## src/rtl/nvram_upload.sv

```systemverilog
// HPS read-back responder for the NVRAM/hiscore RAM on the ioctl bus.
// It serves ioctl_rd requests with wait flow control and raises save requests when the RAM is dirty.
module nvram_upload #(
  parameter int unsigned AW        = 10,
  parameter logic [7:0]  IDX       = 8'd4,
  parameter int unsigned RD_LAT    = 1,
  parameter logic [23:0] DIRTY_DLY = 24'd6000000
) (
  input  logic          clk_sys,
  input  logic          reset,
  input  logic          ioctl_upload,
  input  logic [7:0]    ioctl_index,
  input  logic          ioctl_rd,
  input  logic [24:0]   ioctl_addr,
  output logic [7:0]    ioctl_din,
  output logic          ioctl_wait,
  output logic          ioctl_upload_req,
  input  logic          save_trigger,
  input  logic          game_wr,
  output logic [AW-1:0] ram_addr,
  output logic          ram_rd,
  input  logic [7:0]    ram_q
);
  localparam logic [1:0] S_IDLE  = 2'd0;
  localparam logic [1:0] S_LAT   = 2'd1;
  localparam logic [1:0] S_PAD   = 2'd2;
  localparam logic [1:0] LAT_END = 2'(RD_LAT);

  logic [1:0]  state;
  logic [1:0]  lat_cnt;
  logic [23:0] timer;
  logic        dirty, wr_in_upl, sel_q, st_q;
  logic        sel, rd_go, in_range, upl_end, dirty_keep, auto_req, st_rise;

  assign sel      = ioctl_upload & (ioctl_index == IDX);
  assign rd_go    = (state == S_IDLE) & ioctl_rd & sel;
  assign in_range = (ioctl_addr[24:AW] == '0);

  // Read side; any non-idle state aborts when the upload drops, keeping the last din.
  always_ff @(posedge clk_sys or posedge reset) begin
    if (reset) begin
      state      <= S_IDLE;
      lat_cnt    <= '0;
      ioctl_din  <= 8'hFF;
      ioctl_wait <= 1'b0;
      ram_addr   <= '0;
      ram_rd     <= 1'b0;
    end else begin
      ram_rd <= 1'b0;
      case (state)
        S_IDLE: if (rd_go) begin
          ioctl_wait <= 1'b1;
          if (in_range) begin
            ram_addr <= ioctl_addr[AW-1:0];
            ram_rd   <= 1'b1;
            lat_cnt  <= '0;
            state    <= S_LAT;
          end else begin
            state <= S_PAD;
          end
        end
        S_LAT: begin
          if (!ioctl_upload) begin
            state      <= S_IDLE;
            ioctl_wait <= 1'b0;
          end else if (lat_cnt == LAT_END) begin
            ioctl_din  <= ram_q;
            ioctl_wait <= 1'b0;
            state      <= S_IDLE;
          end else begin
            lat_cnt <= lat_cnt + 2'd1;
          end
        end
        S_PAD: begin
          state      <= S_IDLE;
          ioctl_wait <= 1'b0;
          if (ioctl_upload) ioctl_din <= 8'hFF;
        end
        default: begin
          state      <= S_IDLE;
          ioctl_wait <= 1'b0;
        end
      endcase
    end
  end

  // An upload that saw no game write has just saved everything, so dirty is dropped.
  assign upl_end    = sel_q & ~ioctl_upload;
  assign dirty_keep = dirty & ~(upl_end & ~wr_in_upl);
  assign auto_req   = (DIRTY_DLY != 24'd0) & dirty_keep & (timer == 24'd0) & ~game_wr & ~ioctl_upload;
  assign st_rise    = save_trigger & ~st_q;

  always_ff @(posedge clk_sys or posedge reset) begin
    if (reset) begin
      ioctl_upload_req <= 1'b0;
      dirty            <= 1'b0;
      timer            <= '0;
      wr_in_upl        <= 1'b0;
      sel_q            <= 1'b0;
      st_q             <= 1'b0;
    end else begin
      sel_q            <= sel;
      st_q             <= save_trigger;
      ioctl_upload_req <= (st_rise & ~ioctl_upload) | auto_req;
      if (game_wr) begin
        dirty <= 1'b1;
        timer <= DIRTY_DLY;
      end else begin
        dirty <= dirty_keep & ~auto_req;
        if (timer != 24'd0) timer <= timer - 24'd1;
      end
      if (upl_end)              wr_in_upl <= 1'b0;
      else if (game_wr && sel)  wr_in_upl <= 1'b1;
    end
  end
endmodule

```

## config.mk

```make
export PLATFORM = sky130hd
export DESIGN_NAME = nvram_upload
export DESIGN_NICKNAME = d
export VERILOG_FILES = /design/src/rtl/nvram_upload.sv
export SDC_FILE = /design/constraint.sdc
export NUM_CORES = 1
export LEC_CHECK = 0
export CAP_MARGIN = 20
export CORE_ASPECT_RATIO = 1.4
export CORE_MARGIN = 2
export CORE_UTILIZATION = 33
export CTS_BUF_LIST = sky130_fd_sc_hd__clkbuf_2 sky130_fd_sc_hd__clkbuf_4 sky130_fd_sc_hd__clkbuf_8
export CTS_CLUSTER_DIAMETER = 150
export DETAILED_ROUTE_END_ITERATION = 8
export PLACE_DENSITY_LB_ADDON = 0.15
export REMOVE_ABC_BUFFERS = 1
export SKIP_CTS_REPAIR_TIMING = 1
export SYNTH_ARGS = -nofsm -noshare
export SYNTH_HDL_FRONTEND = slang
export SYNTH_SLANG_ARGS = --single-unit
```

## constraint.sdc

```tcl
create_clock -name clk_sys -period 6.6 [get_ports clk_sys]
set_input_delay 1.32 -clock clk_sys [delete_from_list [all_inputs] [get_ports clk_sys]]
set_output_delay 1.32 -clock clk_sys [all_outputs]
set_load 0.02 [all_outputs]
```

=== Yosys cells after proc, flatten, opt, wreduce, memory -nomap -nowiden ===
Cells that the tools add are included.

* Flip-flop bits (word level): 53
* Input bits: 47
* Output and inout bits: 21
* Logic and storage cells: 83

* $add $sub $neg: 2
* Equality and inequality tests: 11
* Mux-type cells: 26
* Bitwise logic cells: 19
* Reductions and logical operators: 13

{| class="wikitable"
|+ Operators with widths
! kind !! number
|-
| 2-to-1 mux 24 bit || 2
|-
| logical NOT 24 bit || 1
|-
| 2-to-1 mux 8 bit || 3
|-
| nonzero test 24 bit || 1
|-
| subtractor 24 x 1 -> 24 bit, second input constant || 1
|-
| 2-to-1 mux 2 bit || 8
|-
| one-hot mux 8 bit (2 select lines) || 1
|-
| logical NOT 15 bit || 1
|-
| bitwise AND 1 bit || 12
|-
| inequality test 2 bit, second input constant || 6
|-
| 2-to-1 mux 1 bit || 9
|-
| == test 8 x 3 -> 1 bit, second input constant || 1
|-
| one-hot mux 2 bit (2 select lines) || 2
|-
| nonzero test 2 bit || 4
|-
| inverter 1 bit || 6
|-
| AND reduction 5 bit || 1
|-
| == test 2 x 1 -> 1 bit, second input constant || 2
|-
| AND reduction 4 bit || 1
|-
| inequality test 3 bit, second input constant || 1
|-
| AND reduction 3 bit || 1
|-
| adder 2 x 1 -> 2 bit, second input constant || 1
|-
| == test 2 bit, second input constant || 1
|-
| logical NOT 2 bit || 1
|-
| one-hot mux 1 bit (2 select lines) || 1
|-
| other kinds (3) || 3
|}

=== Longest topological paths before layout ===
Gate-level depths: netlist of run 1.

* Depth after elaboration: 11
* Depth in mapped cells: 7
* Depth with buffers taken out: 7

=== Worst setup path before layout of run 1 ===
No wires, ideal clock.

* Path kind: in2reg
* Start point: input port ioctl_index[5]
* End point: register ram_addr[0]
* Setup time: 0.125 ns
* Arrival: 2.803 ns
* Required time: 6.475 ns
* Path slack: 3.672 ns
* Cell stages on the path: 6
* Path buffers: 1
* Path through: nor4_1 > nand4b_1 > or3_1 > nor2_1 > buf_2 > mux2_2

* Longest elaborated chain between the ends: 4

{| class="wikitable"
|+ Ends and longest elaborated chain
! element !! RTL line !! text
|-
| start, declared || 12 || <nowiki>input logic [7:0] ioctl_index,</nowiki>
|-
| == test 8 x 3 -> 1 bit || 35 || <nowiki>assign sel = ioctl_upload & (ioctl_index == IDX);</nowiki>
|-
| bitwise AND 1 bit || 35 ||
|-
| bitwise AND 1 bit || 36 || <nowiki>assign rd_go = (state == S_IDLE) & ioctl_rd & sel;</nowiki>
|-
| AND reduction 3 bit (no source line) || -- ||
|-
| end signal, assigned || 54 || <nowiki>ram_addr <= ioctl_addr[AW-1:0];</nowiki>
|-
| end, declared || 20 || <nowiki>output logic [AW-1:0] ram_addr,</nowiki>
|}

No other way between the ends.
A chain may end at the register's enable or synchronous reset.

=== Worst setup path after layout of run 1 ===
* Start point: input port ioctl_index[5]
* End point: register ram_addr[2]

Same word-level chain as after synthesis.

==> results list, run 1 <==
- Critical path endpoint category: flop
- Final Worst Setup Slack: 2.99 ns
- Ys async rst share: 100%
- Sequential share of the synthesized area: 52.0%
- Clk root buf: clkbuf_8
- At the worst endpoint, the required time is 6.79 ns.
- TritonCTS built the clock tree.
* Critical path peak fanout: 11
* Overall die width: 78.5 um
- During I/O placement, the number of pins put on the boundary was 68.
- Pins over their slew limit: 0
- DPL Wire Length: 4290 um
- Synth area leaders: dfrtp_1, dfstp_2, mux2_2
- Total negative slack for setup checks: 0 ns
* Number of synthesized register bits: 53
- Setup repair after global routing missed its margin: no
- Number of global-route vias before repair: 2130
- Chip Height: 108 um
- Clock-pin slew was measured on the worst setup and hold paths at 0.09 ns.
- Vias per inst: 5.09
- For this run, the number of Yosys warnings is 0.
- Antenna diode count: 0
* Core footprint: 7650 um^2
* First-pass GRT wire length: 9770 um
* Worst Hold Path Cells: 1
* Worst min-delay path category: flop to flop
- The worst register-to-register path begins at timer[18].
* Most common flop cell mapped by yosys: dfrtp_1
* Detailed-route wire length per cell: 14.3 um
* Global-route usage over all layers: 14.5%
- Counting the buffers created by CTS gives 5.
* Overall power consumption: 0.631 mW
* DR vias: 2104
* Yosys cell types: 45
* Drt first-iter violations: 110
- Endpoint with the worst hold slack: lat_cnt[0]
- Status: finished, final reports clean
- Final Hold Vio Count: 0
- Category of the critical setup timing path: input port to flop
- Floorplan row count: 38
- The synthesized design contains 0 enable-type register cells.
- First-pass iteration count of the detailed router: 4
- In the finished design, the share of the clock period the worst path needs comes to 54.7%.
* Layout fillers: 723
- The clock tree synthesis step divided the H-tree into 2 levels.
* Worst R2R Setup Slack: 3.94 ns
* Power density relative to cell area: 183 nW/um^2
- The endpoint identified for the worst register-to-register timing path is timer[1].
* Share of post-route cells with drive strength above 1: 11.8%
* Final setup violating endpoints: 0
- The critical path goes through clkdlybuf4s50_1, nor4_1, nand4b_1, or3_1, nor2_1, mux2_2.
- The share of synthesized area in the top cell type comes to 43.9%.
- The startpoint identified for the worst hold timing path is lat_cnt[0].
* MaxCap Viol Count: 0
- Setup skew after layout: 0.00791 ns
* Max frequency: 277 MHz
- Detail Route Antenna Nets: 0
- The worst register-to-register path has a depth of 5.
- Number of antenna violations at the first check in global routing: 0
* Critical path's slowest cell: nor2_1
- Peak ir drop on the vdd network: 0.0835 mV
- Summed over all instances, the cell type with the most area after synthesis is dfrtp_1.
- Die area: 8510 um^2
* Clock period minus worst slack: 3.61 ns
- Setup crit start: ioctl_index[5]
* Worst-case clock buffer depth: 2
* # DRC: 0
- In this run the tightest slew margin relative to its limit is 38.3%.
- The analysis attributes to cell leakage a power of 1.33 nW.
- Overall routed net length: 5900 um
- Clock Sinks: 53
- At the placement stage, the worst setup path has a slack of 2.62 ns.
* Netlist Area Pre-Place: 2570 um^2
- The congestion estimate from routability-driven global placement came to 0.747.
- Type of element launching the critical path: input port
- Clock insertion delay at the later pin of the skew report: 0.30 ns
- For the pin with the worst max-slew slack, the measured transition is 0.913 ns.
* Area delta synth->final: 33.9%
- Initial cell density of the core: 33.5%
* Buffers added on ports: 67
- In this run the mean area of a mapped cell was 10.6 um^2.
- Global routing finished with a remaining overflow of 0.
- The largest single stage delay on the critical path is 0.65 ns.
- Gate count of the mapped netlist: 242
- Critical path arrival: 3.80 ns
- In the final design database the tool counted 362 nets.
- Entering global routing, the biggest net connects 54 pins.
cells in the final DEF, fill, tap and decap left out, drive strengths merged, types with 7 or more instances in the layout:
cell / count
inv: 8
o22ai: 8
nand3: 9
nor4: 12
or3: 7
clkbuf: 7
dfstp: 8
clkdlybuf4s50: 67
o31ai: 7
dfrtp: 45
nand2: 8
a21oi: 20
nor3: 8
nor2: 28
mux2: 13
cells in the mapped netlist, types with 2 or more instances:
cell,count
o31ai_1,7
nor4_1,12
clkinv_1,2
xnor2_1,6
nor4bb_1,2
nand3_1,8
xor2_1,4
clkbuf_1,4
nand2b_1,2
dfstp_2,8
nor2_1,28
mux2_2,11
or3_1,7
and4_1,3
nand4_1,2
or4_1,4
o21ai_0,5
o22ai_1,8
o211ai_1,3
mux2_1,2
nor4b_1,2
ha_1,3
nand2_1,8
dfrtp_1,45
a21oi_1,20
inv_1,8
nor3_1,7
nor2b_1,4
per-layer routing:
metal / vias up / share of wire [%] / global-route usage, % / routed length, um
met5: - / 0 / 0 / 0
met4: 0 / 1.8 / 5.51 / 107
met3: 8 / 2.8 / 2.59 / 163
met2: 29 / 54 / 26.4 / 3170
met1: 1025 / 42 / 16.8 / 2460
li1: 1042 / - / - / -
critical path, delay by kind of cell:
| family | cells | cell delay [ns] |
|---|---|---|
| multiplexers | 1 | 0.41 |
| AND/OR/NAND/NOR | 4 | 1.67 |
| buffers and inverters | 1 | 0.40 |
sequential cells by signal (all words and copies together), names as in the netlist:
register	count
st_q	1
sel_q	1
lat_cnt	2
ram_rd	1
ioctl_wait	1
wr_in_upl	1
timer	24
state	2
ioctl_upload_req	1
ioctl_din	8
dirty	1
ram_addr	10
power by group:
part           internal [mW]  switching (mW)
Combinational         0.0502          0.0436
Clock                 0.0836           0.103
Sequential             0.338          0.0119
how the worst max path moves through the flow:
stage,endpoint,slack [ns],cells after the start
2_1_floorplan,ram_addr[0],3.47,5
3_5_place_dp,ram_addr[0],2.62,6
6_report,ram_addr[2],2.99,6
3_3_place_gp,ram_addr[5],2.65,6
5_1_grt,ram_addr[3],2.73,6
4_1_cts,ram_addr[2],2.94,6
cell families (layout without fill, tap and decap cells):
kind of cell,count (synthesis),count (layout),synth area share (%)
compound gates,49,49,12.9
buf+inv,16,87,2.68
flops,53,53,52.0
xor+xnor,10,10,3.41
mux,13,13,5.70
simple gates,98,98,21.8
fa+ha+maj,3,3,1.46
per-stage QoR:
stage | hold slack (ns) | instances | util, % | area, um^2
after global routing | 0.513 | 413 | 44.9 | 3440
after global placement | 0.470 | 405 | 43.7 | 3350
after CTS | 0.490 | 413 | 44.9 | 3440
final | 0.492 | 413 | 44.9 | 3440
after floorplan | 0.446 | 236 | - | 2540
after detailed placement | 0.476 | 405 | 43.7 | 3350
cell type report:
class | instances | area, um^2 | share of cell area, %
well taps | 100 | 125 | 3.64
flip-flops and latches | 53 | 1340 | 38.9
clock inverters | 1 | 7.51 | 0.218
repair buffers | 69 | 686 | 19.9
inverters | 10 | 37.5 | 1.09
clock buffers | 7 | 83.8 | 2.44
multi-input cells | 173 | 1160 | 33.8
Note: power is estimated with default switching activity, not from simulation.
==> run 2, diff against run 1 <==
==> constraint.sdc (replaced) <==
create_clock -name clk_sys -period 3.1 [get_ports clk_sys]
set_input_delay 0.62 -clock clk_sys [delete_from_list [all_inputs] [get_ports clk_sys]]
set_output_delay 0.62 -clock clk_sys [all_outputs]
set_load 0.02 [all_outputs]
==> results list, run 2 (synthesis results as in run 1) <==
- Clock Sinks: 53
- Number of buffers added by the clock tree synthesis step: 5
- The cell sitting at the root of the clock tree is a clkbuf_8.
- Critical path endpoint category: flop
* Leakage Power: 1.38 nW
- # DRC: 0
- Die area: 8510 um^2
- The layout has 728 filler cells.
- Setup repair after global routing left no endpoint under its margin.
- The design draws 1.43 mW.
- Min Hold Slack: 0.487 ns
- For the pin with the worst max-slew slack, the measured transition is 0.599 ns.
- The net count of the finished layout is 369.
- Core footprint: 7650 um^2
* Critical path peak fanout: 7
* Initial cell density of the core: 33.5%
- Worst-case headroom to the max-slew limit: 60.0%
* Floorplan row count: 38
* MaxCap Viol Count: 0
- At the worst endpoint, the arrival time is 2.83 ns.
- The number of antenna diodes in the final layout is 0.
- In the layout the commonest cells are clkdlybuf4s50_1, dfrtp_1, nor2_1.
* Detailed-route wire length per cell: 14.6 um
- Count of boundary I/O pins: 68
- Area occupied by multi-input gates: 1160 um^2
- Largest registers: timer x24, ram_addr x10, ioctl_din x8
* Detail Route Antenna Nets: 0
* Global-route usage over all layers: 15.8%
- Status: finished, final reports clean
- The tightest min-delay check is of the flop to flop type.
- The first global-routing pass estimated 10400 um of wire.
- Clock tree from TritonCTS: built
* Overall routed net length: 6140 um
* # H-tree levels: 2
* Required time at the worst-slack endpoint: 3.29 ns
* DR vias: 2130
- Registers take 1340 um^2.
- The register with the most flip-flops in the layout has 24 of them.
- Clock latency on the worst-skew pair, taken at its later pin, is 0.31 ns.
* Worst-case clock buffer depth: 2
- Leading cell type in the layout, fill and taps excluded: clkdlybuf4s50_1
- Placed instance count: 412
- The total count of hold-check failures in the final report was 0.
- Share of the clock period used by the worst path after layout: 85.0%
* Max frequency: 380 MHz
- Final cell count without fillers: 420
- Vias per inst: 5.07
- Clock skew on the completed layout was measured at 0.00608 ns.
- Global route total overflow: 0
- Reg clk slew, reported paths: 0.10 ns
- The count of buffers added on input and output ports is 67.
- First-pass iteration count of the detailed router: 4
* Chip Height: 108 um
- In this run, the number of DRC markers left after iteration 0 of detailed routing was 73.
- DPL Wire Length: 4580 um
- Of the cells placed in the final design, the portion with a size suffix greater than 1 is 13.8%.
- Peak ir drop on the vdd network: 0.202 mV
- Number of global-route vias before repair: 2174
* Number of antenna violations at the first check in global routing: 0
* Area delta synth->final: 36.9%
* Clock period minus worst slack: 2.63 ns
- The total count of max-transition violations in the final report came to 0.
* Power density relative to cell area: 408 nW/um^2
* Largest reg by FF count: timer
* Category of the critical setup timing path: flop to flop
* Final setup violating endpoints: 0
* Total negative slack for setup checks: 0 ns
- The worst setup path is launched from a flop.
- The floorplan step set the die width to 78.5 um.
* Final RePlAce weighted congestion: 0.846
- Pin count of the biggest net entering global routing: 28
[run 2: area by class of cell]
| type | count | share of cell area (%) |
|---|---|---|
| inverter | 10 | 1.07 |
| clock inverter | 2 | 1.10 |
| timing repair buffer | 76 | 21.0 |
| sequential | 53 | 38.0 |
| multi-input combinational | 173 | 33.1 |
| clock buffer | 6 | 2.17 |
| tap | 100 | 3.56 |
[run 2: metal layers]
metal | vias up | global-route usage (%) | share of wire [%]
li1 | 1055 | - | -
met1 | 1028 | 18.5 | 41
met2 | 39 | 27.9 | 53
met3 | 8 | 3.17 | 3.5
met4 | 0 | 6.52 | 2.3
met5 | - | 0 | 0
[run 2: critical path: stages, from the launching register on]
cell and delay [ns]:
dfrtp_1 0.43, or4_4 0.57, or4b_1 0.74, o211ai_4 0.35, nor4_1 0.10, mux2_1 0.32
[run 2: metrics by stage]
step           instance area (um^2)  utilization [%]  worst slack (ns)
3_3_place_gp                   3400             44.4             0.348
2_1_floorplan                  2540                -             0.669
4_1_cts                        3510             45.9             0.444
5_1_grt                        3510             45.9             0.350
3_5_place_dp                   3400             44.4             0.344
6_report                       3510             45.9             0.465
[run 2: worst paths after layout]
kind	start	endpoint	slack, ns	cells after the start
worst max-delay path	timer[18]	timer[21]	0.47	5
worst min-delay path	lat_cnt[0]	lat_cnt[0]	0.49	1
worst max register to register	timer[18]	timer[21]	0.47	5
worst min register to register	lat_cnt[0]	lat_cnt[0]	0.49	1
max in group asynchronous	reset	timer[9]	1.78	3
min in group asynchronous	reset	state[1]	0.68	2
[run 2: where the power goes]
part           internal [mW]  switching [mW]  total [mW]
sequential             0.720          0.0244       0.744
combinational          0.115          0.0963       0.211
clock                  0.251           0.228       0.479
